## src/rtl/fetch_queue_unit.sv

```systemverilog
// fetch_queue_unit: instruction prefetch queue in front of a byte-addressed
// instruction memory. Once started it fetches one little-endian word per
// cycle into a small FIFO and hands the head to a valid/ready consumer. A
// redirect flushes the queue and restarts fetching at the target.
//
// Ports:
//   clk            - sole clock, rising edge
//   rst            - synchronous active-low reset
//   start          - begin fetching at start_address (honoured only in IDLE)
//   start_address  - first fetch byte address (low two bits ignored)
//   PCSrc          - redirect: flush queue, resume at PC_next_branch
//   PC_next_branch - redirect target byte address (low two bits ignored)
//   instruction    - word at queue head (0 when queue empty)
//   PC_out         - byte address of head word (0 when queue empty)
//   PC_next_normal - PC_out + 4 (0 when queue empty)
//   valid          - queue head holds an instruction
//   ready          - consumer accepts head; transfer on valid && ready
//   count          - current queue occupancy

// Byte-wide instruction store; contents are loaded from outside, never written here.
module fetch_queue_imem #(
  parameter int mem_bytes = 256
) (
  input  logic [$clog2(mem_bytes)-1:0] addr,
  output logic [31:0]                  word
);
  localparam int ab = $clog2(mem_bytes);

  logic [7:0] Data_Memory [0:mem_bytes-1];

  // Little-endian word assembly; byte offsets wrap inside the array.
  always_comb begin
    word = {Data_Memory[addr + ab'(2'd3)], Data_Memory[addr + ab'(2'd2)],
            Data_Memory[addr + ab'(2'd1)], Data_Memory[addr]};
  end
endmodule

module fetch_queue_unit #(
  parameter int                   word_size   = 32,
  parameter int                   mem_bytes   = 256,
  parameter int                   queue_depth = 4,
  parameter logic [word_size-1:0] reset_pc    = {word_size{1'b0}}
) (
  input  logic                           clk,
  input  logic                           rst,
  input  logic                           start,
  input  logic [word_size-1:0]           start_address,
  input  logic                           PCSrc,
  input  logic [word_size-1:0]           PC_next_branch,
  output logic [word_size-1:0]           instruction,
  output logic [word_size-1:0]           PC_out,
  output logic [word_size-1:0]           PC_next_normal,
  output logic                           valid,
  input  logic                           ready,
  output logic [$clog2(queue_depth):0]   count
);
  localparam int ab = $clog2(mem_bytes);
  localparam int pw = $clog2(queue_depth);
  localparam int cw = pw + 1;
  localparam logic [word_size-1:0] align_mask = {{(word_size-2){1'b1}}, 2'b00};
  localparam logic [word_size-1:0] pc_step    = word_size'(3'd4);
  localparam logic [pw-1:0]        ptr_one    = pw'(1'b1);
  localparam logic [cw-1:0]        cnt_full   = cw'(queue_depth);

  typedef enum logic {IDLE = 1'b0, RUN = 1'b1} state_t;

  state_t               state_r;
  state_t               state_next_s;
  logic [word_size-1:0] fetch_pc_r;
  logic [word_size-1:0] q_instr_r [0:queue_depth-1];
  logic [word_size-1:0] q_pc_r    [0:queue_depth-1];
  logic [pw-1:0]        rd_ptr_r;
  logic [pw-1:0]        wr_ptr_r;
  logic [cw-1:0]        count_r;
  logic [31:0]          mem_word_s;
  logic                 valid_s;
  logic                 transfer_s;
  logic                 enq_s;

  fetch_queue_imem #(.mem_bytes(mem_bytes)) instruction_memory (
    .addr (fetch_pc_r[ab-1:0]),
    .word (mem_word_s)
  );

  // Handshake and enqueue qualification. A full queue still accepts a new
  // word when the head leaves in the same cycle.
  always_comb begin
    valid_s    = (count_r != {cw{1'b0}});
    transfer_s = valid_s && ready;
    enq_s      = 1'b0;
    if (rst && (state_r == RUN) && !PCSrc) begin
      enq_s = (count_r != cnt_full) || transfer_s;
    end else begin
      enq_s = 1'b0;
    end
  end

  // Next-state logic: IDLE waits for start, RUN is left only through reset.
  always_comb begin
    state_next_s = state_r;
    case (state_r)
      IDLE: begin
        if (start) state_next_s = RUN;
        else       state_next_s = IDLE;
      end
      RUN:     state_next_s = RUN;
      default: state_next_s = IDLE;
    endcase
  end

  // State register.
  always_ff @(posedge clk) begin
    if (!rst) state_r <= IDLE;
    else      state_r <= state_next_s;
  end

  // Fetch PC, queue pointers and occupancy; reset beats redirect beats fetch.
  always_ff @(posedge clk) begin
    if (!rst) begin
      fetch_pc_r <= reset_pc;
      rd_ptr_r   <= {pw{1'b0}};
      wr_ptr_r   <= {pw{1'b0}};
      count_r    <= {cw{1'b0}};
    end else if (state_r == IDLE) begin
      if (start) fetch_pc_r <= start_address & align_mask;
      else       fetch_pc_r <= fetch_pc_r;
    end else if (PCSrc) begin
      // A transfer in this cycle is simply absorbed by the flush.
      fetch_pc_r <= PC_next_branch & align_mask;
      rd_ptr_r   <= {pw{1'b0}};
      wr_ptr_r   <= {pw{1'b0}};
      count_r    <= {cw{1'b0}};
    end else begin
      if (enq_s) begin
        fetch_pc_r <= fetch_pc_r + pc_step;
        wr_ptr_r   <= wr_ptr_r + ptr_one;
      end else begin
        fetch_pc_r <= fetch_pc_r;
      end
      if (transfer_s) rd_ptr_r <= rd_ptr_r + ptr_one;
      else            rd_ptr_r <= rd_ptr_r;
      count_r <= count_r + cw'(enq_s) - cw'(transfer_s);
    end
  end

  // Queue storage; entries need no reset because occupancy gates their use.
  always_ff @(posedge clk) begin
    if (enq_s) begin
      q_instr_r[wr_ptr_r] <= word_size'(mem_word_s);
      q_pc_r[wr_ptr_r]    <= fetch_pc_r;
    end
  end

  // Head presentation, forced to zero while the queue is empty.
  always_comb begin
    instruction    = {word_size{1'b0}};
    PC_out         = {word_size{1'b0}};
    PC_next_normal = {word_size{1'b0}};
    if (valid_s) begin
      instruction    = q_instr_r[rd_ptr_r];
      PC_out         = q_pc_r[rd_ptr_r];
      PC_next_normal = q_pc_r[rd_ptr_r] + pc_step;
    end else begin
      instruction    = {word_size{1'b0}};
      PC_out         = {word_size{1'b0}};
      PC_next_normal = {word_size{1'b0}};
    end
  end

  assign valid = valid_s;
  assign count = count_r;
endmodule

```

## config.mk

```make
export PLATFORM = sky130hd
export DESIGN_NAME = fetch_queue_unit
export DESIGN_NICKNAME = d
export VERILOG_FILES = /design/src/rtl/fetch_queue_unit.sv
export SDC_FILE = /design/constraint.sdc
export NUM_CORES = 1
export LEC_CHECK = 0
export ABC_AREA = 0
export CAP_MARGIN = 20
export CORE_UTILIZATION = 40
export CTS_BUF_LIST = sky130_fd_sc_hd__clkbuf_4 sky130_fd_sc_hd__clkbuf_8 sky130_fd_sc_hd__clkbuf_16
export DETAILED_ROUTE_END_ITERATION = 12
export DONT_BUFFER_PORTS = 1
export SYNTH_ARGS = -nofsm -noshare
export SYNTH_HDL_FRONTEND = slang
export SYNTH_SLANG_ARGS = --single-unit
```

## constraint.sdc

```tcl
create_clock -name clk -period 3.5 [get_ports clk]
set_clock_uncertainty 0.1 [all_clocks]
set_input_delay 0.175 -clock clk [delete_from_list [all_inputs] [get_ports clk]]
set_output_delay 0.175 -clock clk [all_outputs]
set_load 0.03 [all_outputs]
```

==> impl_metrics.tcl <==
set metrics [dict create \
    layout-drive-gt1-share_pct 12.26 \
    leakage_nw 3.275 \
    finalSetupViolCount 0 \
    vdd_drop_max_mv 0.3658 \
    die_y_um 145.6 \
    cts.sinks 160 \
    arrival_ns 3.03 \
    critPathCaptureType "primary output" \
    antenna_found_initial 0 \
    dominantRegCellSynth "edfxtp_1" \
    clockBufferDepth 2 \
    firstDrtPassIters 5 \
    clock_latency_ns 0.43 \
    async_flop_share_pct 0 \
    nets 848 \
    timing.final.crit_share_pct 94.31 \
    path_buf_inv 1 \
    wl_per_cell_um 18.99 \
    required_ns 3.22 \
    diodes 0 \
    numPortBuffers 0 \
    num_rows 52 \
    post-route-min-period_ns 3.301 \
    cap_viol_max_count 0 \
    yosysUniqueCellTypes 62 \
    synth_area_mm2 0.008243 \
    syn_inst 724 \
    drc_errors 0 \
    crit_path_start_kind "register" \
    drt_iter0_markers 501 \
    clk_pin_slew_ns 0.06 \
    dp_hpwl_um 13250 \
    r2r_slack_ns 0.20 \
    vias 5927 \
    root_buffer "clkbuf_16" \
    grt_max_degree 47 \
    setup_slack_ns 0.1990 \
    core_area_mm2 0.02023 \
    slew_viol_final 0 \
    dp_slack_ns 0.4304 \
    cts_made_buffers 17 \
    critPathSlowestCell "or4_4" \
    crit_fanout 30 \
    yosysWarnings 0 \
    reg2reg_from "fetch_pc_r[3]" \
    worstPathCellList "buf_12, mux4_2, ha_1, nand3_1, or4_4, nor3_1, mux2_1" \
    nFillCells 1824 \
    p_per_area_mw_per_mm2 469.8 \
    fp.dieArea_mm2 0.02118 \
    hold_viol 0 \
    cts_tree "built" \
    crit_family "simple AND/OR/NAND/NOR gates" \
    overflow 0 \
    boundaryPins 169 \
    rsz0062_at_grt "no" \
    synth_edf_count 120 \
    die_x_um 145.6 \
    critPathKind "reg2out" \
    htree_levels 4 \
    slowest_delay_ns 0.52 \
    avgSynthCellArea_um2 11.39 \
    tightestPinTransition_ns 0.8070 \
    grt_pass1_wl_um 30930 \
    path_depth 7 \
    hold_path.class "in2reg" \
    drt.antenna.violating_nets 0 \
    status "finished clean" \
    ys_ff_latch 160 \
    holdWs_ns 0.02695 \
    initial_core_util_pct 40.74 \
    grt_util_all_layers_pct 19.15 \
    maxSlewHeadroom_pct 46.02 \
    worstRegToRegCells 8 \
    setup_tns_ns 0 \
    first_global_vias 5584 \
    area_delta_synth_final_pct 15.60 \
    r2r-end "fetch_pc_r[26]" \
    gp_congestion 0.8721 \
    crit_end "PC_next_normal[28]" \
    seq_area_frac_synth_pct 53.43 \
    fmaxAchievable_mhz 302.9 \
    routed_wirelength_um 19990 \
    vias_per_cell 5.629 \
]
==> power by group <==
group          switching, mW  internal (mW)
Clock                  0.743           1.19
Sequential            0.0900           2.10
Combinational          0.223          0.128
==> synth_stat cells, drive strengths merged (9+ instances only) <==
| cell type | instances | area [um^2] |
|---|---|---|
| clkbuf | 29 | 108.9 |
| nor2 | 58 | 217.7 |
| and2 | 35 | 219.0 |
| nand3 | 22 | 110.1 |
| buf | 47 | 331.6 |
| nand2 | 50 | 187.7 |
| nand4 | 12 | 90.09 |
| mux2 | 11 | 123.9 |
| or3 | 11 | 68.82 |
| dfxtp | 40 | 800.8 |
| xor2 | 9 | 78.83 |
| o21ai | 43 | 215.2 |
| and3 | 12 | 75.07 |
| mux4 | 30 | 705.7 |
| a21oi | 47 | 235.2 |
| edfxtp | 120 | 3603 |
| inv | 14 | 52.55 |
| nor3 | 21 | 105.1 |
==> metal layers <==
metal	share of wire [%]	GRT usage [%]
met5	0	0
met2	44	28.56
met4	1.4	6.737
met3	7.3	5.047
met1	47	26.96
==> worst register-to-register path, delay by kind of cell, from the launching register on <==
kind / cells / cell delay (ns)
buffers and inverters: 2 / 1.13
and+or+nand+nor: 3 / 0.82
DFF: 1 / 0.54
AOI/OAI and AO/OA: 2 / 0.36
adders and majority gates: 1 / 0.30
==> metrics by stage <==
step	utilization, %	instances	power, mW	instance area, um^2
2_1_floorplan	-	759	2.471	8374
3_3_place_gp	42.18	984	2.512	8536
3_5_place_dp	42.18	984	2.528	8536
4_1_cts	47.07	1053	4.501	9524
5_1_grt	47.09	1053	4.627	9529
6_report	47.09	1053	4.477	9529
==> sequential cells by signal, summed over array words and instances (netlist names), named ones only <==
| name | flops |
|---|---|
| state_r | 1 |
| count | 3 |
| fetch_pc_r | 30 |
| wr_ptr_r | 2 |
| rd_ptr_r | 2 |
| q_pc_r | 120 |
==> worst min path at each step <==
| stage | start | end | cells past startpoint |
|---|---|---|---|
| 3_5_place_dp | rst | fetch_pc_r[23] | 1 |
| 2_1_floorplan | start_address[12] | fetch_pc_r[12] | 2 |
| 4_1_cts | start_address[21] | fetch_pc_r[21] | 3 |
| 3_3_place_gp | rst | fetch_pc_r[9] | 2 |
| 6_report | PC_next_branch[16] | fetch_pc_r[16] | 4 |
| 5_1_grt | PC_next_branch[4] | fetch_pc_r[4] | 4 |
==> logic make-up (layout without fill, tap and decap cells) <==
| group | Yosys count | count (layout) | share of synthesized area [%] |
|---|---|---|---|
| AND/OR/NAND/NOR | 252 | 252 | 15.77 |
| flip-flops | 160 | 160 | 53.43 |
| AO/OA/AOI/OAI | 148 | 148 | 10.87 |
| buffers and inverters | 92 | 116 | 6.072 |
| multiplexers | 45 | 45 | 10.55 |
| XOR/XNOR | 17 | 17 | 1.806 |
| adder cells (fa/ha/maj) | 9 | 9 | 1.457 |
| other | 1 | 36 | 0.04549 |
==> layout make-up <==
type	instances	area (um^2)	area share, %
timing repair buffer	68	628.1	6.591
inverter	16	60.06	0.6303
tap	270	337.8	3.545
sequential	160	4405	46.23
multi-input combinational	507	3480	36.52
clock inverter	15	192.7	2.022
clock buffer	17	425.4	4.464
==> cell usage in the layout (no fill, tap or decap), drive strengths merged, types with 30 or more instances in the layout <==
master,count
conb,36
a21oi,47
dfxtp,40
o21ai,43
buf,31
edfxtp,120
nand2,50
nor2,58
mux4,30
dlygate4sd3,37
and2,35
==> timing repair <==
action                                  4_1_cts  5_1_grt
gates resized for setup                       2        3
endpoints found under the setup margin        2        3
endpoints found under the hold margin        35        0
buffers inserted                              0        0
hold buffers                                 37        0
Note: power is estimated with default switching activity, not from simulation.
